`src/rtl/frame_serializer_3bit.sv`:
```
// -----------------------------------------------------------------------------
// frame_serializer_3bit
//
// Upstream feeder for the 3-bit serial palindrome detector. Parallel frames
// arrive over a valid/ready handshake and are queued in a small FIFO. They
// leave as a continuous, frame-aligned, MSB-first bit stream with one bit per
// clk. When the FIFO is empty at a frame boundary, a non-palindromic idle
// frame is sent instead. This keeps the detector's 3-bit grouping from
// slipping.
//
// Ports:
//   clk          clock, all state updates on the rising edge
//   rst          synchronous, active-high reset (shared with the detector)
//   in_data      parallel frame; in_data[FRAME_W-1] is sent first
//   in_valid     in_data is valid this cycle
//   in_ready     FIFO can accept a frame this cycle
//   serial_out   serial bit to the detector's serial_in
//   frame_start  high while serial_out carries the MSB of a frame
//   idle_out     high for every bit of an idle-fill frame
//   fifo_count   frames currently queued
// -----------------------------------------------------------------------------
module frame_serializer_3bit #(
  parameter int                 FRAME_W    = 3,
  parameter int                 DEPTH      = 4,
  parameter logic [FRAME_W-1:0] IDLE_FRAME = 3'b001
) (
  input  logic                     clk,
  input  logic                     rst,
  input  logic [FRAME_W-1:0]       in_data,
  input  logic                     in_valid,
  output logic                     in_ready,
  output logic                     serial_out,
  output logic                     frame_start,
  output logic                     idle_out,
  output logic [$clog2(DEPTH):0]   fifo_count
);

  localparam int PTR_W = $clog2(DEPTH);
  localparam int CNT_W = PTR_W + 1;
  localparam int BIT_W = (FRAME_W > 1) ? $clog2(FRAME_W) : 1;

  localparam logic [BIT_W-1:0] LAST_BIT = BIT_W'(FRAME_W - 1);
  localparam logic [CNT_W-1:0] DEPTH_C  = CNT_W'(DEPTH);

  logic [FRAME_W-1:0] mem [DEPTH];
  logic [PTR_W-1:0]   rd_ptr;
  logic [PTR_W-1:0]   wr_ptr;
  logic [CNT_W-1:0]   count;
  logic [FRAME_W-1:0] shreg;
  logic [BIT_W-1:0]   bit_cnt;
  logic               idle_flag;

  logic load;
  logic push;
  logic pop;

  // ">=" rather than "==": an out-of-range bit_cnt is treated as the last
  // bit. The stream then realigns to a frame boundary on the next edge.
  assign load = (bit_cnt >= LAST_BIT);
  // The load decision uses the pre-edge count. A push on the same edge
  // into an empty FIFO therefore waits for the next frame slot.
  assign pop  = load && (count != '0);
  assign push = in_valid && in_ready;

  assign in_ready    = (count < DEPTH_C);
  assign serial_out  = shreg[FRAME_W-1];
  assign frame_start = (bit_cnt == '0);
  assign idle_out    = idle_flag;
  assign fifo_count  = count;

  // NOTE: the storage array has no reset. An entry is only read after it
  // has been written, because count gates every pop.
  always_ff @(posedge clk) begin
    if (push) begin
      mem[wr_ptr] <= in_data;
    end
  end

  // NOTE: all sequential state uses non-blocking assignments. Every
  // register then samples pre-edge values, whatever the statement order.
  always_ff @(posedge clk) begin
    if (rst) begin
      rd_ptr    <= '0;
      wr_ptr    <= '0;
      count     <= '0;
      bit_cnt   <= '0;
      shreg     <= IDLE_FRAME;
      idle_flag <= 1'b1;
    end else begin
      if (load) begin
        bit_cnt <= '0;
        if (pop) begin
          shreg     <= mem[rd_ptr];
          idle_flag <= 1'b0;
          rd_ptr    <= rd_ptr + 1'b1;
        end else begin
          shreg     <= IDLE_FRAME;
          idle_flag <= 1'b1;
        end
      end else begin
        bit_cnt <= bit_cnt + 1'b1;
        shreg   <= shreg << 1;
      end

      if (push) begin
        wr_ptr <= wr_ptr + 1'b1;
      end

      case ({push, pop})
        2'b10:   count <= count + 1'b1;
        2'b01:   count <= count - 1'b1;
        default: count <= count;
      endcase
    end
  end

endmodule

```
`config.mk`:
```
export PLATFORM = sky130hd
export DESIGN_NAME = frame_serializer_3bit
export DESIGN_NICKNAME = d
export VERILOG_FILES = /design/src/rtl/frame_serializer_3bit.sv
export SDC_FILE = /design/constraint.sdc
export NUM_CORES = 1
export LEC_CHECK = 0
export CAP_MARGIN = 40
export CORE_MARGIN = 3
export CORE_UTILIZATION = 57
export DETAILED_ROUTE_END_ITERATION = 10
export GPL_ROUTABILITY_DRIVEN = 0
export PLACE_DENSITY = 0.81
export RECOVER_POWER = 25
export SYNTH_ARGS = -nofsm -noshare
export SYNTH_HDL_FRONTEND = slang
export SYNTH_SLANG_ARGS = --single-unit
```
`constraint.sdc`:
```
create_clock -name clk -period 5.9 [get_ports clk]
set_input_delay 1.18 -clock clk [delete_from_list [all_inputs] [get_ports clk]]
set_output_delay 1.18 -clock clk [all_outputs]
set_load 0.01 [all_outputs]
```
==> results.json <==
{
  "period_needed_ns": 2.81,
  "worstReg2RegEnd": "fifo_count[2]",
  "rows": 15,
  "drive_above_1_share": 0.100,
  "fin_crit_sh": 0.476,
  "setup_violations": 0,
  "synth.distinct_cells": 23,
  "cts_made_buffers": 3,
  "synth_fp_nets": 100,
  "final_nets": 115,
  "min-delay-path-class": "flip-flop to flip-flop",
  "flow.area_growth_from_synthesis_pct": 15.5,
  "synth_top_area_cell": "edfxtp_1",
  "worstPathMaxFanout": 7,
  "syn_area_um2": 1110,
  "ctsRootBufferMaster": "clkbuf_4",
  "antenna-diode-count": 0,
  "grt_first_pass_wirelength_um": 2880,
  "max_slew.worst_pin.slew_ns": 0.528,
  "grt_util_all_layers": 0.157,
  "design.die.area_um2": 2520,
  "cts_sinks": 27,
  "netlist.area_leader.share": 0.324,
  "post-cts-setup-buffers": 0,
  "synth_warnings": 0,
  "route.detailed.vias_per_inst": 5.16,
  "tritoncts": "done",
  "clk_latency_ns": 0.32,
  "fin_skew_ns": 0.00118,
  "drv_cap": 0,
  "grt_setup_unrepaired": "no",
  "timing.critical_path.to_type": "flip-flop",
  "fmax_ghz": 0.356,
  "grt_antenna_before_repair": 0,
  "pin_count": 13,
  "synth.area.top_cells": "edfxtp_1 (32%), dfxtp_1 (27%), ha_1 (7.9%)",
  "slew-limit-headroom": 0.645,
  "drc_errors": 0,
  "cts-root-to-sink-buffers": 2,
  "timing.setup.critical_path_class": "primary input to flip-flop",
  "drt_iter0_markers": 9,
  "hold_buffers": 0,
  "final-max-slew-violation-count": 0,
  "dr.pass1.iters": 3,
  "synthCells": 86,
  "register_area_share_after_synthesis": 0.593,
  "design_power_total_mw": 0.547,
  "syn-mean-instance-area_um2": 12.9,
  "grt_overflow_total": 0,
  "cts_htree_levels": 1,
  "outcome": "completed",
  "totalNegativeSetupSlack_ns": 0,
  "clkTransAtPathRegs_ns": 0.14,
  "drt.antenna.violating_nets": 0,
  "die_w_um": 50.2,
  "setup.worst_path.start_class": "primary input",
  "cellPowerDensity_nw_per_um2": 426,
  "cts_resized": 0,
  "drt-total-wl_um": 1630,
  "initial_core_util": 0.625,
  "power.leakage_nw": 0.481,
  "timing.rr.start": "bit_cnt[1]",
  "dieHeight_um": 50.2,
  "peakVddDrop_v": 0.000242,
  "grt_max_degree": 17,
  "place.detailed.hpwl_um": 1270,
  "wl_per_cell_um": 13.0,
  "grt_pass1_vias": 621,
  "worst-endpoint-required_ns": 6.16,
  "finalHoldViolCount": 0,
  "ff2ff_path_depth": 9,
  "worst-r2r-setup-slack_ns": 3.69,
  "core_um2": 1780,
  "endpoint_of_the_most_critical_setup_path": "fifo_count[2]",
  "buffer_ports.inserted": 12,
  "route.vias.total": 645,
  "cp-startpoint": "in_valid",
  "arrival_ns": 3.07,
  "postSynthRegisterBits": 27
}
## critical path: stages
cell	delay [ns]
clkdlybuf4s50_1	0.45
nor2b_1	0.39
inv_2	0.05
ha_1	0.22
inv_1	0.07
fa_1	0.18
xor2_1	0.08
or3_1	0.31
a21oi_1	0.13
## how the worst min path moves through the flow
stage | start | end | slack (ns) | depth (start not counted)
floorplan | bit_cnt[0] | bit_cnt[0] | 0.40 | 1
finish | bit_cnt[0] | bit_cnt[0] | 0.44 | 1
detailed placement | bit_cnt[0] | bit_cnt[0] | 0.43 | 1
global placement | bit_cnt[0] | bit_cnt[0] | 0.41 | 1
CTS | bit_cnt[0] | bit_cnt[0] | 0.45 | 1
global route | bit_cnt[0] | bit_cnt[0] | 0.45 | 1
## area by class of cell
cell class	instances	area, um^2
well taps	25	31.3
inverters	12	45.0
flip-flops and latches	27	661
clock buffers	3	22.5
multi-input cells	45	399
fillers	118	497
clock inverters	1	7.51
repair buffers	12	120
## per-layer routing
metal,vias up,GRT usage,wire [um]
li1,326,-,-
met1,309,0.211,793
met2,8,0.246,765
met3,2,0.0475,50
met4,0,0.0415,21
met5,-,0,0
## registers in the layout, summed over array words and instances (netlist names), named ones only
signal / count
bit_cnt: 2
fifo_count: 3
idle_out: 1
mem: 12
rd_ptr: 2
shreg: 3
wr_ptr: 2
## report_power, final
part           internal (mW)  total (mW)  leakage, nW  switching, mW
sequential             0.241       0.277        0.233         0.0358
clock                 0.0259      0.0804       0.0139         0.0544
combinational          0.101       0.190        0.233         0.0890
total                  0.368       0.547        0.481          0.179
## cell usage in the layout (no fill, tap or decap)
master / synthesis / final
a21oi_1: 4 / 4
a22o_1: 2 / 2
and2_1: 5 / 5
clkbuf_4: 0 / 3
clkdlybuf4s50_1: 0 / 9
clkinvlp_4: 0 / 1
dfxtp_1: 15 / 15
dlygate4sd3_1: 0 / 3
edfxtp_1: 12 / 12
fa_1: 1 / 1
ha_1: 7 / 7
inv_1: 9 / 9
inv_2: 3 / 3
mux2i_1: 1 / 1
mux4_1: 1 / 1
mux4_2: 2 / 2
nor2_1: 9 / 9
nor2b_1: 1 / 1
nor3_1: 2 / 2
nor4_1: 1 / 1
o21ai_0: 2 / 2
o32ai_4: 1 / 1
or3_1: 2 / 2
xnor2_1: 2 / 2
xor2_1: 2 / 2
## kinds of logic after synthesis
| group | synth area share |
|---|---|
| flops | 0.593 |
| simple gates | 0.0899 |
| buf+inv | 0.0483 |
| compound gates | 0.0674 |
| fa+ha+maj | 0.0966 |
| xor+xnor | 0.0315 |
| mux | 0.0730 |
## metrics by stage
step / setup slack, ns / utilization / std cells / instance area (um^2) / hold slack (ns)
2_1_floorplan: 3.20 / - / 86 / 1110 / 0.399
3_3_place_gp: 2.82 / 0.705 / 121 / 1260 / 0.412
3_5_place_dp: 2.74 / 0.705 / 121 / 1260 / 0.426
4_1_cts: 3.09 / 0.721 / 125 / 1290 / 0.445
5_1_grt: 2.95 / 0.721 / 125 / 1290 / 0.450
6_report: 3.09 / 0.721 / 125 / 1290 / 0.442
## cells in the mapped netlist, drive strengths merged
cell	instances
mux2i	1
dfxtp	15
ha	7
nor2b	1
buf	1
a21oi	4
a22o	2
o32ai	1
nor2	9
xnor2	2
and2	5
nor4	1
clkbuf	1
edfxtp	12
xor2	2
nor3	2
fa	1
mux4	3
o21ai	2
inv	12
or3	2
Note: power is estimated with default switching activity, not from simulation.
